**src/rtl/fir_pkg.sv**
```systemverilog
// Shared constants and types for the FIR ping-pong input buffer.
// Bank depth must equal 2**ADDR_W so the address counters wrap naturally.
package fir_pkg;

    localparam int DATA_W = 8;
    localparam int ADDR_W = 4;
    localparam int DEPTH  = 16;
    localparam int FCNT_W = 16;

    localparam logic [ADDR_W-1:0] LAST_ADDR = ADDR_W'(DEPTH - 1);

    typedef enum logic {
        R_IDLE = 1'b0,
        R_READ = 1'b1
    } rd_state_t;

    function automatic logic [1:0] bank_onehot(input logic bank);
        return bank ? 2'b10 : 2'b01;
    endfunction

endpackage

```
**src/rtl/fir_rd_sequencer.sv**
```systemverilog
// Read side of the ping-pong buffer: walks a full bank from address 0 to DEPTH-1
// and carries valid/last/bank through the RAM read latency to the FIR engine.
module fir_rd_sequencer
    import fir_pkg::*;
(
    input  logic              clk,
    input  logic              reset,
    input  logic [1:0]        i_full,
    input  logic [DATA_W-1:0] i_mem0_data,
    input  logic [DATA_W-1:0] i_mem1_data,
    output logic              o_rd_state,
    output logic              o_rd_done,
    output logic              o_rd_bank,
    output logic [ADDR_W-1:0] o_rd_addr,
    output logic [FCNT_W-1:0] o_frame_cnt,
    output logic [DATA_W-1:0] o_proc_data,
    output logic              o_proc_vld,
    output logic              o_proc_last,
    output logic              o_proc_bank
);

    rd_state_t         r_state;
    rd_state_t         w_next_state;
    logic              r_rd_bank;
    logic [ADDR_W-1:0] r_rd_addr;
    logic [FCNT_W-1:0] r_frame_cnt;

    logic              r_s1_vld;
    logic              r_s1_last;
    logic              r_s1_bank;
    logic [DATA_W-1:0] r_proc_data;
    logic              r_proc_vld;
    logic              r_proc_last;
    logic              r_proc_bank;

    logic              w_at_last;
    logic              w_other_bank;
    logic              w_rd_active;
    logic              w_rd_done;

    assign w_at_last    = (r_rd_addr == LAST_ADDR);
    assign w_other_bank = ~r_rd_bank;

    always_ff @(posedge clk or negedge reset) begin
        if (!reset) begin
            r_state <= R_IDLE;
        end else begin
            r_state <= w_next_state;
        end
    end

    // A full partner bank at the last address keeps the stream going without a bubble.
    always_comb begin
        w_next_state = r_state;
        case (r_state)
            R_IDLE: begin
                if (i_full[r_rd_bank]) begin
                    w_next_state = R_READ;
                end
            end
            R_READ: begin
                if (w_at_last && !i_full[w_other_bank]) begin
                    w_next_state = R_IDLE;
                end
            end
            default: w_next_state = R_IDLE;
        endcase
    end

    always_comb begin
        w_rd_active = 1'b0;
        w_rd_done   = 1'b0;
        case (r_state)
            R_READ: begin
                w_rd_active = 1'b1;
                w_rd_done   = w_at_last;
            end
            default: begin
                w_rd_active = 1'b0;
                w_rd_done   = 1'b0;
            end
        endcase
    end

    always_ff @(posedge clk or negedge reset) begin
        if (!reset) begin
            r_rd_bank   <= 1'b0;
            r_rd_addr   <= '0;
            r_frame_cnt <= '0;
        end else if (w_rd_done) begin
            r_rd_bank   <= w_other_bank;
            r_rd_addr   <= '0;
            r_frame_cnt <= r_frame_cnt + 1'b1;
        end else if (w_rd_active) begin
            r_rd_addr   <= r_rd_addr + 1'b1;
        end
    end

    // Stage 1 lines up with RAM read data, stage 2 is the registered output.
    always_ff @(posedge clk or negedge reset) begin
        if (!reset) begin
            r_s1_vld    <= 1'b0;
            r_s1_last   <= 1'b0;
            r_s1_bank   <= 1'b0;
            r_proc_vld  <= 1'b0;
            r_proc_last <= 1'b0;
            r_proc_bank <= 1'b0;
            r_proc_data <= '0;
        end else begin
            r_s1_vld    <= w_rd_active;
            r_s1_last   <= w_rd_done;
            r_s1_bank   <= r_rd_bank;
            r_proc_vld  <= r_s1_vld;
            r_proc_last <= r_s1_last;
            r_proc_bank <= r_s1_bank;
            if (r_s1_vld) begin
                r_proc_data <= r_s1_bank ? i_mem1_data : i_mem0_data;
            end
        end
    end

    assign o_rd_state  = (r_state == R_READ);
    assign o_rd_done   = w_rd_done;
    assign o_rd_bank   = r_rd_bank;
    assign o_rd_addr   = r_rd_addr;
    assign o_frame_cnt = r_frame_cnt;
    assign o_proc_data = r_proc_data;
    assign o_proc_vld  = r_proc_vld;
    assign o_proc_last = r_proc_last;
    assign o_proc_bank = r_proc_bank;

endmodule

```
**src/rtl/fir_pingpong_ctrl.sv**
```systemverilog
// Ping-pong controller for the FIR input path: fills one RAM bank with incoming
// samples while the other, full bank streams to the MAC engine.
module fir_pingpong_ctrl
    import fir_pkg::*;
(
    input  logic              clk,
    input  logic              reset,
    input  logic [DATA_W-1:0] in_data,
    input  logic              in_data_vld,
    output logic              in_data_rdy,
    output logic [DATA_W-1:0] mem0_in_data,
    output logic              mem0_we_wr,
    output logic [ADDR_W-1:0] mem0_addr_wr,
    output logic [ADDR_W-1:0] mem0_addr_rd,
    output logic              mem0_we_rd,
    input  logic [DATA_W-1:0] mem0_out_data,
    output logic [DATA_W-1:0] mem1_in_data,
    output logic              mem1_we_wr,
    output logic [ADDR_W-1:0] mem1_addr_wr,
    output logic [ADDR_W-1:0] mem1_addr_rd,
    output logic              mem1_we_rd,
    input  logic [DATA_W-1:0] mem1_out_data,
    output logic [DATA_W-1:0] proc_data,
    output logic              proc_data_vld,
    output logic              proc_last,
    output logic              proc_bank,
    output logic              ovf_err,
    output logic [FCNT_W-1:0] frame_cnt
);

    logic              r_wr_bank;
    logic [ADDR_W-1:0] r_wr_ptr;
    logic [1:0]        r_full;
    logic              r_ovf;
    logic [1:0]        r_we;
    logic [ADDR_W-1:0] r_wr_addr;
    logic [DATA_W-1:0] r_wr_data;

    logic              w_rdy;
    logic              w_accept;
    logic              w_wr_wrap;
    logic [1:0]        w_set;
    logic [1:0]        w_clr;
    logic              w_rd_state;
    logic              w_rd_done;
    logic              w_rd_bank;
    logic [ADDR_W-1:0] w_rd_addr;

    // Held low during reset so every output reads 0 while reset is asserted.
    assign w_rdy     = reset & ~r_full[r_wr_bank];
    assign w_accept  = in_data_vld & w_rdy;
    assign w_wr_wrap = w_accept & (r_wr_ptr == LAST_ADDR);
    assign w_set     = w_wr_wrap ? bank_onehot(r_wr_bank) : 2'b00;
    assign w_clr     = w_rd_done ? bank_onehot(w_rd_bank) : 2'b00;

    always_ff @(posedge clk or negedge reset) begin
        if (!reset) begin
            r_wr_bank <= 1'b0;
            r_wr_ptr  <= '0;
            r_we      <= 2'b00;
            r_wr_addr <= '0;
            r_wr_data <= '0;
        end else begin
            r_we <= w_accept ? bank_onehot(r_wr_bank) : 2'b00;
            if (w_accept) begin
                r_wr_addr <= r_wr_ptr;
                r_wr_data <= in_data;
                r_wr_ptr  <= w_wr_wrap ? '0 : r_wr_ptr + 1'b1;
            end
            if (w_wr_wrap) begin
                r_wr_bank <= ~r_wr_bank;
            end
        end
    end

    // Set and clear never target the same bank: a full bank cannot be written.
    always_ff @(posedge clk or negedge reset) begin
        if (!reset) begin
            r_full <= 2'b00;
            r_ovf  <= 1'b0;
        end else begin
            r_full <= (r_full & ~w_clr) | w_set;
            if (in_data_vld && !w_rdy) begin
                r_ovf <= 1'b1;
            end
        end
    end

    fir_rd_sequencer u_rd_seq (
        .clk         (clk),
        .reset       (reset),
        .i_full      (r_full),
        .i_mem0_data (mem0_out_data),
        .i_mem1_data (mem1_out_data),
        .o_rd_state  (w_rd_state),
        .o_rd_done   (w_rd_done),
        .o_rd_bank   (w_rd_bank),
        .o_rd_addr   (w_rd_addr),
        .o_frame_cnt (frame_cnt),
        .o_proc_data (proc_data),
        .o_proc_vld  (proc_data_vld),
        .o_proc_last (proc_last),
        .o_proc_bank (proc_bank)
    );

    assign in_data_rdy  = w_rdy;
    assign ovf_err      = r_ovf;

    assign mem0_in_data = r_wr_data;
    assign mem0_we_wr   = r_we[0];
    assign mem0_addr_wr = r_wr_addr;
    assign mem0_addr_rd = (w_rd_state && !w_rd_bank) ? w_rd_addr : '0;
    assign mem0_we_rd   = 1'b0;

    assign mem1_in_data = r_wr_data;
    assign mem1_we_wr   = r_we[1];
    assign mem1_addr_wr = r_wr_addr;
    assign mem1_addr_rd = (w_rd_state && w_rd_bank) ? w_rd_addr : '0;
    assign mem1_we_rd   = 1'b0;

endmodule

```
**config.mk**
```make
export PLATFORM = sky130hd
export DESIGN_NAME = fir_pingpong_ctrl
export DESIGN_NICKNAME = d
export VERILOG_FILES = /design/src/rtl/fir_pkg.sv /design/src/rtl/fir_rd_sequencer.sv /design/src/rtl/fir_pingpong_ctrl.sv
export SDC_FILE = /design/constraint.sdc
export NUM_CORES = 1
export LEC_CHECK = 0
export ABC_AREA = 1
export CORE_MARGIN = 1.5
export CORE_UTILIZATION = 47
export CTS_BUF_LIST = sky130_fd_sc_hd__clkbuf_4
export DETAILED_ROUTE_END_ITERATION = 6
export HOLD_SLACK_MARGIN = 0.08
export PLACE_DENSITY = 0.82
export SLEW_MARGIN = 10
export SYNTH_ARGS = -nofsm -noshare
export SYNTH_HDL_FRONTEND = slang
export SYNTH_SLANG_ARGS = --single-unit
```
**constraint.sdc**
```tcl
create_clock -name clk -period 1.6 [get_ports clk]
set_input_delay 0.32 -clock clk [delete_from_list [all_inputs] [get_ports clk]]
set_output_delay 0.32 -clock clk [all_outputs]
set_load 0.01 [all_outputs]
```
==> results.yml <==
yosys:
  synth-seq-area-share_pct: 53.9
  yosysWarningCount: 0
  main_combinational_cell_family_by_area_after_synthesis: "simple AND/OR/NAND/NOR gates"
  number_of_distinct_library_cells_after_synthesis: 30
  postSynth.asyncResetShare_pct: 100
  register_bit_count_reported_by_yosys: 58
  yosys.area_share.adder_pct: 1.39
  synth_compound_area_share_pct: 4.92
  syn_area_per_cell_um2: 9.04
  netlist_top_cells_area: "sky130_fd_sc_hd__dfrtp_1, sky130_fd_sc_hd__nand2_1, sky130_fd_sc_hd__buf_4"
  yosys.area_share.simple_pct: 24.9
  yosysMostFrequentCell: "sky130_fd_sc_hd__nand2_1"
  netlist_top_cells_count: "sky130_fd_sc_hd__nand2_1, sky130_fd_sc_hd__dfrtp_1, sky130_fd_sc_hd__nor2_1, sky130_fd_sc_hd__inv_1, sky130_fd_sc_hd__buf_4"
  yosysTopAreaCellShare_pct: 53.9
  netlist_area_um2: 2700
  cell_count_after_synthesis: 298
  synthDominantAreaCellType: "sky130_fd_sc_hd__dfrtp_1"
  synth_enable_flop_cells: 0
  post_synthesis_xor_xnor_area_fraction_pct: 4.87
  most_used_flip_flop_cell_after_synthesis: "sky130_fd_sc_hd__dfrtp_1"
  synth.mux.area_fraction_pct: 0
setup_path:
  critPathArrivalTime_ns: 1.25
  critPathMaxFanout: 4
  critPathCaptureType: "primary output"
  crit_path_cell_trace: "buf_6 > nand2_4 > nor2_2 > buf_2"
  critical_path.max_stage_delay_ns: 0.46
  required_ns: 1.28
  crit_slowest_cell: "sky130_fd_sc_hd__dfrtp_2"
  setup.worst_path.class: "flip-flop to primary output"
  crit_path_start_kind: "flip-flop"
sta:
  rsz0062_at_grt: "true"
  finalHoldWorstSlack_ns: 0.145
  final-max-slew-violation-count: 0
  period_share_pct: 98.1
  max_slew.worst_pin.slew_ns: 0.706
  finalSetupTns_ns: 0
  tightest_slew_margin_relative_to_the_limit_pct: 53.0
  final_hold_viol_count: 0
  max_freq_mhz: 637
  timing.final.crit_period_ns: 1.57
  skew_ns: 0.0112
  finalSetupViolations: 0
placement:
  detailedPlacementHpwl_mm: 4.29
  port_buffers: 89
  place_area_um2: 3580
  rd_place_congestion: 0.835
finish:
  layout.cell_area.non_filler_um2: 3730
  antenna_cells: 0
  fillerInstances: 444
  num-nets-final: 433
  final_layout_size_suffix_gt1_share_pct: 17.0
  flow.area_growth_from_synthesis_pct: 38.3
route:
  drt_first_iter_violations: 165
  route.final.wire_length_mm: 6.31
  drt_drc_violations_left: 0
  first_pass_iters: 4
  ant_nets: 0
  num_vias: 2321
  drt-wirelength-per-cell_um: 13.2
  vias_per_cell: 4.87
job:
  max_cap_viol_count: 0
clocking:
  cts_hold_buffers: 0
  tritoncts_num_sinks: 58
  cts_inserted_buffers: 9
  tritoncts: "done"
  clk_path_buf_depth: 2
  cts.reportedPaths.clkPinSlew_ns: 0.09
  clock_insertion_delay_worst_skew_ns: 0.38
  cts.root.buffer_cell: "sky130_fd_sc_hd__clkbuf_4"
  cts_htree_levels: 3
floorplanning:
  design.die.area_um2: 6200
  ios: 92
  start_util_pct: 48.9
  placement_rows: 27
  coreArea_um2: 5510
  die_width_um: 78.7
  die-height_um: 78.7
global_route:
  grt_start_max_net_pins: 59
  groute.usage.overall_pct: 21.8
  number_of_global_route_vias_before_repair: 2298
  grt_pass1_wl_mm: 10.3
  global_route.overflow_total: 0
  antenna_found_initial: 0
power:
  vdd_ir_drop_max_v: 0.000728
  leakage_nw: 2.08
  p_per_area_nw_per_um2: 1270
status:
  status: "finished clean"
worst_hold_path:
  path_category_of_the_worst_min_delay_check: "input port to asynchronous set/reset pin"
-- per-layer routing --
metal,wire (µm),vias up,GRT usage [%]
li1,-,1133,-
met5,0,-,0
met4,199,0,13.6
met1,2650,1106,26.0
met3,284,17,3.33
met2,3180,65,36.9
-- flip-flops by register name, summed over array words and instances (netlist names) --
| signal | count |
|---|---|
| u_rd_seq.o_frame_cnt | 16 |
| mem0_in_data | 8 |
| u_rd_seq.o_proc_data | 8 |
| mem0_addr_wr | 4 |
| r_wr_ptr | 4 |
| u_rd_seq.o_rd_addr | 4 |
| r_full | 2 |
| r_we | 2 |
| ovf_err | 1 |
| r_wr_bank | 1 |
| u_rd_seq.o_proc_bank | 1 |
| u_rd_seq.o_proc_last | 1 |
| u_rd_seq.o_proc_vld | 1 |
| u_rd_seq.o_rd_bank | 1 |
| u_rd_seq.o_rd_state | 1 |
| u_rd_seq.r_s1_bank | 1 |
| u_rd_seq.r_s1_last | 1 |
| u_rd_seq.r_s1_vld | 1 |
-- final cells by class --
type	instances	area, µm²	area share (%)
clock buffer	11	82.6	2.22
clock inverter	2	7.51	0.201
inverter	29	109	2.92
multi-input combinational	191	1010	27.0
sequential	58	1450	39.0
tap	72	90.1	2.42
timing repair buffer	114	978	26.3
-- cells in the final DEF (no fill, tap or decap) --
master	synthesis	final
sky130_fd_sc_hd__inv_1	26	25
sky130_fd_sc_hd__nand4_1	3	3
sky130_fd_sc_hd__a21oi_1	2	2
sky130_fd_sc_hd__clkbuf_2	0	2
sky130_fd_sc_hd__nand2_1	91	89
sky130_fd_sc_hd__nor3_4	1	1
sky130_fd_sc_hd__dlymetal6s2s_1	0	3
sky130_fd_sc_hd__xnor2_1	3	3
sky130_fd_sc_hd__clkdlybuf4s50_1	0	27
sky130_fd_sc_hd__o21ai_1	5	5
sky130_fd_sc_hd__nor3_1	2	2
sky130_fd_sc_hd__o21ai_0	5	5
sky130_fd_sc_hd__nand3_2	1	1
sky130_fd_sc_hd__nor2_8	2	2
sky130_fd_sc_hd__o21bai_1	1	1
sky130_fd_sc_hd__a31oi_1	8	8
sky130_fd_sc_hd__nor2_4	1	1
sky130_fd_sc_hd__dfrtp_1	58	57
sky130_fd_sc_hd__nor2_2	0	5
sky130_fd_sc_hd__nor3_2	2	2
sky130_fd_sc_hd__buf_2	1	8
sky130_fd_sc_hd__clkinv_1	0	2
sky130_fd_sc_hd__dfrtp_2	0	1
sky130_fd_sc_hd__ha_1	3	3
sky130_fd_sc_hd__inv_2	3	4
sky130_fd_sc_hd__nand2_2	2	2
sky130_fd_sc_hd__buf_6	3	1
sky130_fd_sc_hd__dlygate4sd2_1	0	49
sky130_fd_sc_hd__buf_4	15	24
sky130_fd_sc_hd__xor2_1	12	12
sky130_fd_sc_hd__o22ai_1	1	1
sky130_fd_sc_hd__nor2_1	30	25
sky130_fd_sc_hd__clkbuf_4	0	11
sky130_fd_sc_hd__nand2_4	2	4
sky130_fd_sc_hd__a32oi_1	1	1
sky130_fd_sc_hd__nand3_1	11	11
sky130_fd_sc_hd__conb_1	1	2
-- kinds of logic after synthesis --
| group | count (synthesis) |
|---|---|
| other | 1 |
| xor gates and xnor gates | 15 |
| and+or+nand+nor | 148 |
| adders and majority gates | 3 |
| buffers and inverters | 50 |
| DFF | 58 |
| AOI/OAI and AO/OA | 23 |
-- where the power goes --
group          internal [W]  leakage (nW)  switching, W
Clock              0.000321        0.0537      0.000475
Sequential          0.00185         0.732      0.000319
Combinational      0.000859          1.29      0.000907
Total               0.00303          2.08       0.00170
-- path summary, 6_finish.rpt --
| path | end | from | slack, ns | cells after the start |
|---|---|---|---|---|
| worst max-delay path | mem0_addr_rd[0] | u_rd_seq.o_rd_state | 0.03 | 4 |
| min in group clk | ovf_err | reset | 0.32 | 4 |
| max in group asynchronous | u_rd_seq.o_rd_state | reset | 0.95 | 2 |
| worst min-delay path | u_rd_seq.o_frame_cnt[14] | reset | 0.14 | 2 |
| worst min register to register | u_rd_seq.o_proc_last | u_rd_seq.r_s1_last | 0.36 | 0 |
| worst max register to register | u_rd_seq.o_frame_cnt[11] | u_rd_seq.o_rd_addr[0] | 0.06 | 7 |
-- critical path, delay by kind of cell, from the launching register on --
kind / cells / cell delay [ns]
buffers and inverters: 2 / 0.28
AND/OR/NAND/NOR: 2 / 0.13
flip-flops: 1 / 0.46
-- per-stage QoR --
| step | power, W | setup slack, ns | utilization (%) | std cells |
|---|---|---|---|---|
| floorplan | 0.00316 | 0.191 | - | 299 |
| global placement | 0.00400 | 0.0612 | 65.1 | 448 |
| detailed placement | 0.00408 | -0.0443 | 65.1 | 448 |
| CTS | 0.00469 | -0.0195 | 67.1 | 475 |
| global route | 0.00506 | -0.0253 | 67.7 | 477 |
| finish | 0.00473 | 0.0305 | 67.7 | 477 |
-- what timing repair did --
action                     in CTS  in global routing
resized for setup              82                 16
buffers inserted               14                  2
setup endpoints to repair      60                 17
No activity file was read; power rests on OpenSTA's default activity.
